**config.mk**
```make
export PLATFORM = sky130hd
export DESIGN_NAME = clk_gate_ctrl
export DESIGN_NICKNAME = d
export VERILOG_FILES = /design/src/rtl/clk_gate_ctrl_pkg.sv /design/src/rtl/rr_arbiter.sv /design/src/rtl/clk_gate_ctrl.sv
export SDC_FILE = /design/constraint.sdc
export NUM_CORES = 1
export LEC_CHECK = 0
export BUFFER_PORTS_ARGS = -buffer_cell sky130_fd_sc_hd__buf_2
export CORE_MARGIN = 5
export CORE_UTILIZATION = 50
export CTS_CLUSTER_SIZE = 8
export DETAILED_ROUTE_END_ITERATION = 10
export GPL_TIMING_DRIVEN = 0
export PLACE_DENSITY_LB_ADDON = 0.15
export SETUP_SLACK_MARGIN = 0.4
export SLEW_MARGIN = 25
export SYNTH_ARGS = -nofsm -noshare
export SYNTH_HDL_FRONTEND = slang
export SYNTH_SLANG_ARGS = --single-unit
```
**constraint.sdc**
```tcl
create_clock -name clk_i -period 3.8 [get_ports clk_i]
set_input_delay 0.38 -clock clk_i [delete_from_list [all_inputs] [get_ports clk_i]]
set_output_delay 0.38 -clock clk_i [all_outputs]
set_load 0.01 [all_outputs]
```
**src/rtl/clk_gate_ctrl_pkg.sv**
```systemverilog
// Shared types and parameter helpers for the clock-gate sequencer.
package clk_gate_ctrl_pkg;

    typedef enum logic [1:0] {
        CG_OFF  = 2'b00,
        CG_WAKE = 2'b01,
        CG_ON   = 2'b10,
        CG_HOLD = 2'b11
    } cg_state_e;

    // Width of a down-counter that must hold values up to max(a, b).
    function automatic int unsigned cg_cnt_width(input int unsigned a, input int unsigned b);
        int unsigned m;
        m = (a > b) ? a : b;
        return $clog2(m + 1);
    endfunction

    // Legal configuration: at least two domains, non-zero wake and idle times.
    function automatic bit cg_params_ok(input int unsigned num_domains,
                                        input int unsigned wake_cycles,
                                        input int unsigned idle_cycles);
        return (num_domains >= 2) && (wake_cycles >= 1) && (idle_cycles >= 1);
    endfunction

endpackage

```
**src/rtl/rr_arbiter.sv**
```systemverilog
// Round-robin one-hot arbiter; the pointer advances past each issued grant.
module rr_arbiter #(
    parameter int unsigned N = 4
) (
    input  logic         clk_i,
    input  logic         rst_i,
    input  logic [N-1:0] req_i,
    input  logic         en_i,
    output logic [N-1:0] gnt_o
);

    localparam int unsigned IDX_W = $clog2(N);

    logic [IDX_W-1:0] r_rr;
    logic [N-1:0]     w_gnt;
    logic             w_found;
    logic [IDX_W-1:0] w_gnt_idx;
    logic [IDX_W-1:0] w_idx;

    // First requester at or after the pointer, wrapping around.
    always_comb begin
        w_gnt     = '0;
        w_found   = 1'b0;
        w_gnt_idx = '0;
        w_idx     = '0;
        for (int unsigned i = 0; i < N; i++) begin
            w_idx = IDX_W'((32'(r_rr) + i) % N);
            if (!w_found && req_i[w_idx]) begin
                w_gnt[w_idx] = 1'b1;
                w_found      = 1'b1;
                w_gnt_idx    = w_idx;
            end
        end
    end

    assign gnt_o = en_i ? w_gnt : '0;

    // Pointer moves only when a grant is actually issued.
    always_ff @(posedge clk_i) begin
        if (rst_i) begin
            r_rr <= '0;
        end else if (en_i && w_found) begin
            r_rr <= (w_gnt_idx == IDX_W'(N - 1)) ? '0 : w_gnt_idx + 1'b1;
        end
    end

endmodule

```
**src/rtl/clk_gate_ctrl.sv**
```systemverilog
// Per-domain clock-gate sequencer: serialised wake-up, delayed gate-off.
module clk_gate_ctrl
    import clk_gate_ctrl_pkg::*;
#(
    parameter int unsigned NUM_DOMAINS = 4,
    parameter int unsigned WAKE_CYCLES = 2,
    parameter int unsigned IDLE_CYCLES = 16
) (
    input  logic                   clk_i,
    input  logic                   rst_i,
    input  logic [NUM_DOMAINS-1:0] req_i,
    input  logic [NUM_DOMAINS-1:0] force_on_i,
    output logic [NUM_DOMAINS-1:0] en_o,
    output logic [NUM_DOMAINS-1:0] ack_o,
    output logic                   wake_busy_o
);

    localparam int unsigned CNT_W = cg_cnt_width(WAKE_CYCLES, IDLE_CYCLES);

    if (!cg_params_ok(NUM_DOMAINS, WAKE_CYCLES, IDLE_CYCLES)) begin : g_bad_params
        $error("clk_gate_ctrl: illegal NUM_DOMAINS/WAKE_CYCLES/IDLE_CYCLES");
    end

    logic [NUM_DOMAINS-1:0] w_dem;
    logic [NUM_DOMAINS-1:0] w_cand;
    logic [NUM_DOMAINS-1:0] w_in_wake;
    logic [NUM_DOMAINS-1:0] w_gnt;
    logic                   w_wake_busy;

    assign w_dem       = req_i | force_on_i;
    assign w_wake_busy = |w_in_wake;
    assign wake_busy_o = w_wake_busy;

    // Grants are only issued while nobody is waking, limiting rail inrush.
    rr_arbiter #(
        .N (NUM_DOMAINS)
    ) u_arb (
        .clk_i (clk_i),
        .rst_i (rst_i),
        .req_i (w_cand),
        .en_i  (~w_wake_busy),
        .gnt_o (w_gnt)
    );

    for (genvar k = 0; k < NUM_DOMAINS; k++) begin : g_dom
        cg_state_e        r_state;
        logic [CNT_W-1:0] r_cnt;

        assign w_cand[k]    = w_dem[k] && (r_state == CG_OFF);
        assign w_in_wake[k] = (r_state == CG_WAKE);
        assign en_o[k]      = (r_state != CG_OFF);
        assign ack_o[k]     = (r_state == CG_ON) || (r_state == CG_HOLD);

        // Domain FSM and its shared wake/idle down-counter.
        always_ff @(posedge clk_i) begin
            if (rst_i) begin
                r_state <= CG_OFF;
                r_cnt   <= '0;
            end else begin
                unique case (r_state)
                    CG_OFF: begin
                        if (w_gnt[k]) begin
                            r_state <= CG_WAKE;
                            r_cnt   <= CNT_W'(WAKE_CYCLES - 1);
                        end
                    end
                    // Wake always runs to completion, even if demand drops.
                    CG_WAKE: begin
                        if (r_cnt == '0) begin
                            r_state <= CG_ON;
                        end else begin
                            r_cnt <= r_cnt - 1'b1;
                        end
                    end
                    CG_ON: begin
                        if (!w_dem[k]) begin
                            r_state <= CG_HOLD;
                            r_cnt   <= CNT_W'(IDLE_CYCLES - 1);
                        end
                    end
                    // Renewed demand beats expiry, so the clock never glitches off.
                    CG_HOLD: begin
                        if (w_dem[k]) begin
                            r_state <= CG_ON;
                        end else if (r_cnt == '0) begin
                            r_state <= CG_OFF;
                        end else begin
                            r_cnt <= r_cnt - 1'b1;
                        end
                    end
                    default: begin
                        r_state <= CG_OFF;
                        r_cnt   <= '0;
                    end
                endcase
            end
        end
    end

endmodule

```
; ---- Word-level counts from Yosys, hierarchy flattened
; Cells that the tools add are included.
[word_totals]
regBits = 30
latchBits = 0
mem_bits_rw = 0
mem_bits_ro = 0
in_bits = 10
output_inout_bits = 9
word_cells = 177
n_memories = 0
[op_classes]
addsub = 8
mul = 0
n_div = 0
magnitude_cmp = 8
eq_ne = 33
shifts = 0
mux = 74
bitwise = 5
reduce_logical = 40
[op_table]
columns = operator, count
row1 = two-way mux 5 bit, 16
row2 = one-hot mux 5 bit (4 select lines), 4
row3 = two-way mux 2 bit, 25
row4 = one-hot mux 2 bit (4 select lines), 4
row5 = logical NOT 5 bit, 4
row6 = two-way mux 4 bit, 5
row7 = subtractor 5 x 1 -> 5 bit (second input constant), 4
row8 = equality test 2 bit (second input constant), 9
row9 = inequality test 2 x 1 -> 1 bit (second input constant), 8
row10 = inequality test 2 bit (second input constant), 8
row11 = bitwise OR 4 bit, 4
row12 = AND reduction 4 bit, 4
row13 = logical AND 1 bit, 12
row14 = less-than comparator 2 x 3 -> 1 bit (second input constant), 4
row15 = two-way mux 1 bit, 12
row16 = inequality test 3 x 2 -> 1 bit (second input constant), 4
row17 = AND reduction 3 bit, 4
row18 = binary-select mux 1 bit (select 2 bit), 4
row19 = demux 1 bit (select 2 bit), 4
row20 = equality test 2 x 1 -> 1 bit (second input constant), 4
row21 = >= comparator 2 x 1 -> 1 bit (second input constant), 4
row22 = logical NOT 2 bit, 4
row23 = nonzero test 2 bit, 4
row24 = adder 2 x 1 -> 2 bit (second input constant), 2
row25 = 5 further kinds, 11

; ---- Logic depth before layout (Yosys ltp)
[logic_depth]
depth_word = 17
ltp_mapped = 10
ltp_nobuf = 10

; ---- Modules after synthesis
; A second synthesis with hierarchy kept.
[unflattened]
hier_cells = 304
hier_area_um2 = 2453.6
[by_module_without_submodules]
columns = module, instances, cells_per_inst, area_per_inst_um2, seq_area_each_um2
row1 = clk_gate_ctrl, 1, 228, 1813.0, 560.5
row2 = rr_arbiter, 1, 76, 640.6, 40.0

; ---- Least setup slack after synthesis
; No wires, ideal clock.
[synth_timing]
path_kind = flip-flop to flip-flop
from = register (tool-made name)
to = register g_dom[3].r_cnt[3]
setup_ns = 0.074
arrival_ns = 2.635
path_slack_ns = 1.091
path_stages_with_launch = 11
n_path_buf = 0
period_less_slack_ns = 2.709
cell_sequence = dfxtp_1 inv_1 ha_1 clkinv_1 o2111ai_1 a2111oi_2 o21a_2 and2_4 o311ai_4 or3_1 a31oi_1
[synth_lines]
columns = item, line
row1 = "end signal, assigned", clk_gate_ctrl.sv:64  ; r_cnt <= CNT_W'(WAKE_CYCLES - 1);
row2 = "end signal, assigned", clk_gate_ctrl.sv:72  ; r_cnt <= r_cnt - 1'b1;
row3 = "end signal, assigned", clk_gate_ctrl.sv:78  ; r_cnt <= CNT_W'(IDLE_CYCLES - 1);
row4 = "end, declared", clk_gate_ctrl.sv:47  ; logic [CNT_W-1:0] r_cnt;

==> results.py <==
metrics = {
    "placement": {
        "io_buffers": 18,
        "gp_congestion": 0.921,
        "post_dp_cell_area_um2": 2400,
        "placed_cells": 356,
        "dp_hpwl_mm": 4.09,
    },
    "clock_tree": {
        "cts_buffers": 5,
        "cts.repair.resized": 0,
        "clock_latency_ps": 280,
        "post_cts_buffers": 0,
        "cts_sinks": 30,
        "cts_tree": "built",
        "h-tree-depth": 2,
        "cts_hold_buffers": 0,
        "cts.path.max_buffers": 2,
        "clk_pin_slew_ps": 70,
        "cts_root_buffer": "clkbuf_8",
    },
    "pwr": {
        "clockPowerShare_pct": 14.0,
        "power_mw": 2.27,
        "power_density_nw_per_um2": 908,
        "p_sw_mw": 1.08,
        "switching_share_pct": 47.3,
        "internal_power_mw": 1.20,
        "leakagePower_nw": 0.994,
        "pwr-share-seq_pct": 22.4,
        "p_comb_share_pct": 63.6,
        "irDropWorstVdd_v": 0.000405,
    },
    "yosys": {
        "yosys.area.top_type_share_pct": 26.8,
        "synth_cells": 286,
        "synth_flop_cell": "dfxtp_1",
        "yosys.cell_types.count": 63,
        "syn-num-nets": 309,
        "ys_warn_count": 0,
        "ys_top_cells_by_area": "dfxtp_1 27%, ha_1 7.3%, nand2_1 5.4%",
        "yosysSeqAreaShare_pct": 26.8,
        "ys_seq_elements": 30,
        "synth.avg_cell_area_um2": 7.84,
        "synth_top_area_cell": "dfxtp_1",
        "syn_area_um2": 2240,
        "ys_async_sr_fraction_pct": 0,
        "synth-edff-count": 0,
    },
    "setup_path": {
        "worstSetupPathType": "flop to flop",
        "crit_chain": "inv_1, ha_1, clkinv_1, mux4_2, nand2_1, a31oi_2, o311ai_4, mux2i_1, a31oi_1",
        "worst-path-buf-inv": 2,
        "cpPeakStageDelay_ps": 580,
        "cp.arrival_ps": 3360,
        "required_ps": 3950,
        "start_kind": "flop",
        "cpMaxStageDelayCell": "mux4_2",
        "end_kind": "flop",
        "crit_family": "multiplexers",
        "crit_fanout": 9,
    },
    "sta": {
        "fin_setup_tns_ps": 0,
        "min_period_ps": 3200,
        "max_freq_mhz": 312,
        "rsz0062_at_grt": "false",
        "worst_slew_pin_slew_ps": 590,
        "relSlewSlack_pct": 60.2,
        "finalHoldViolations": 0,
        "finalMaxSlewViolations": 0,
        "post-route-period-util_pct": 84.3,
        "skew_ps": 5.87,
        "setup_viol": 0,
    },
    "finish": {
        "nets": 334,
        "area.growth.synth_to_final_pct": 11.8,
        "fin_util_pct": 57.5,
        "layout_common_cells": "32 x nand2_1, 30 x dfxtp_1, 28 x nor2_1",
        "fin_cells": 364,
        "diodes": 0,
        "fillCellCount": 405,
        "drive_gt1_share_pct": 18.6,
        "design_area_um2": 2500,
        "layout_commonest_cell": "nand2_1",
    },
    "worst_hold_path": {
        "min_path_type": "primary input to flop",
    },
    "flow_run": {
        "drv_cap": 0,
    },
    "floorplanning": {
        "die_w_um": 76.9,
        "placementRows": 24,
        "die_h_um": 76.9,
        "coreArea_um2": 4350,
        "initial_core_util_pct": 51.5,
        "die_area_um2": 5920,
        "io-pin-count": 19,
    },
    "drt": {
        "dr.pass1.iters": 4,
        "wl_per_cell_um": 14.8,
        "drt_iter0_markers": 156,
        "ant_nets": 0,
        "vias": 2141,
        "viasPerCell": 5.88,
        "route.detailed.drc": 0,
        "wirelength_mm": 5.37,
    },
    "run_status": {
        "status": "finished, final reports clean",
    },
    "global_routing": {
        "grt_antenna_before_repair": 0,
        "overflow": 0,
        "grt_start_max_net_pins": 11,
        "grt_pass1_wl_mm": 9.02,
        "groute.usage.overall_pct": 18.5,
        "grt_pass1_vias": 1973,
    },
}
[state kept, by name, indices dropped and copies added, names as in the netlist, named ones only]
name / flops
g_dom.r_cnt: 20
g_dom.r_state: 8
u_arb.r_rr: 1
[worst paths after layout]
path,from,end,slack (ps),cells past startpoint
worst min register to register,g_dom[0].r_cnt[4],g_dom[0].r_cnt[4],450,2
worst max register to register,flop,g_dom[3].r_cnt[2],600,9
worst max-delay path,flop,g_dom[3].r_cnt[2],600,9
worst min-delay path,rst_i,g_dom[0].r_cnt[2],440,3
[power by group through the flow]
stage          clock network [mW]  registers, mW  logic [mW]
2_1_floorplan                   0          0.488        1.16
3_3_place_gp                    0          0.514        1.43
3_5_place_dp                    0          0.515        1.43
4_1_cts                     0.331          0.509        1.44
5_1_grt                     0.342          0.524        1.62
6_report                    0.318          0.510        1.45
[worst register-to-register path, stage by stage, from the launching register on]
cell,delay (ps)
dfxtp_1,560
inv_1,270
ha_1,440
clkinv_1,250
mux4_2,580
nand2_1,120
a31oi_2,110
o311ai_4,410
mux2i_1,250
a31oi_1,90
[kinds of logic (layout without fill, tap and decap cells)]
logic type	Yosys count	in the layout	synth area share [%]
and+or+nand+nor	110	110	24.7
AOI/OAI and AO/OA	84	84	27.2
buffers and inverters	40	66	7.87
DFF	30	30	26.8
adders and majority gates	13	13	7.26
muxes	7	7	5.36
xor gates and xnor gates	2	2	0.782
[routing by layer]
| metal | GRT usage (%) | vias up | wire (um) |
|---|---|---|---|
| met5 | 0 | - | 0 |
| met4 | 5.94 | 0 | 78 |
| met3 | 3.28 | 7 | 271 |
| met2 | 28.1 | 54 | 2400 |
| met1 | 26.3 | 992 | 2620 |
| li1 | - | 1088 | - |
[layout make-up]
cell class                 instances  area [um^2]  area share [%]
sequential                        30          601            24.0
timing repair buffer              18         90.1            3.60
clock buffer                       5         68.8            2.75
buffer                            12         68.8            2.75
tap                               52         65.1            2.60
multi-input combinational        216         1460            58.4
clock inverter                     3         40.0            1.60
inverter                          28          108            4.30
[synth_stat cells, drive strengths merged, types with 4 or more instances]
master and count:
nand2b 4, mux4 4, o2111ai 4, buf 4, or2 5, a211oi 5, nand2 32, o21ai 13
clkbuf 8, or3 4, nor2 34, nand3 10, o31ai 4, nor3 9, ha 13, a21oi 18
inv 27, dfxtp 30, a31oi 10
[through the flow]
stage | setup WS [ps] | hold WS [ps]
5_1_grt | 405 | 461
6_report | 595 | 442
2_1_floorplan | 1090 | 424
3_5_place_dp | 612 | 446
4_1_cts | 596 | 427
3_3_place_gp | 633 | 441
Note: power is estimated with default switching activity, not from simulation.
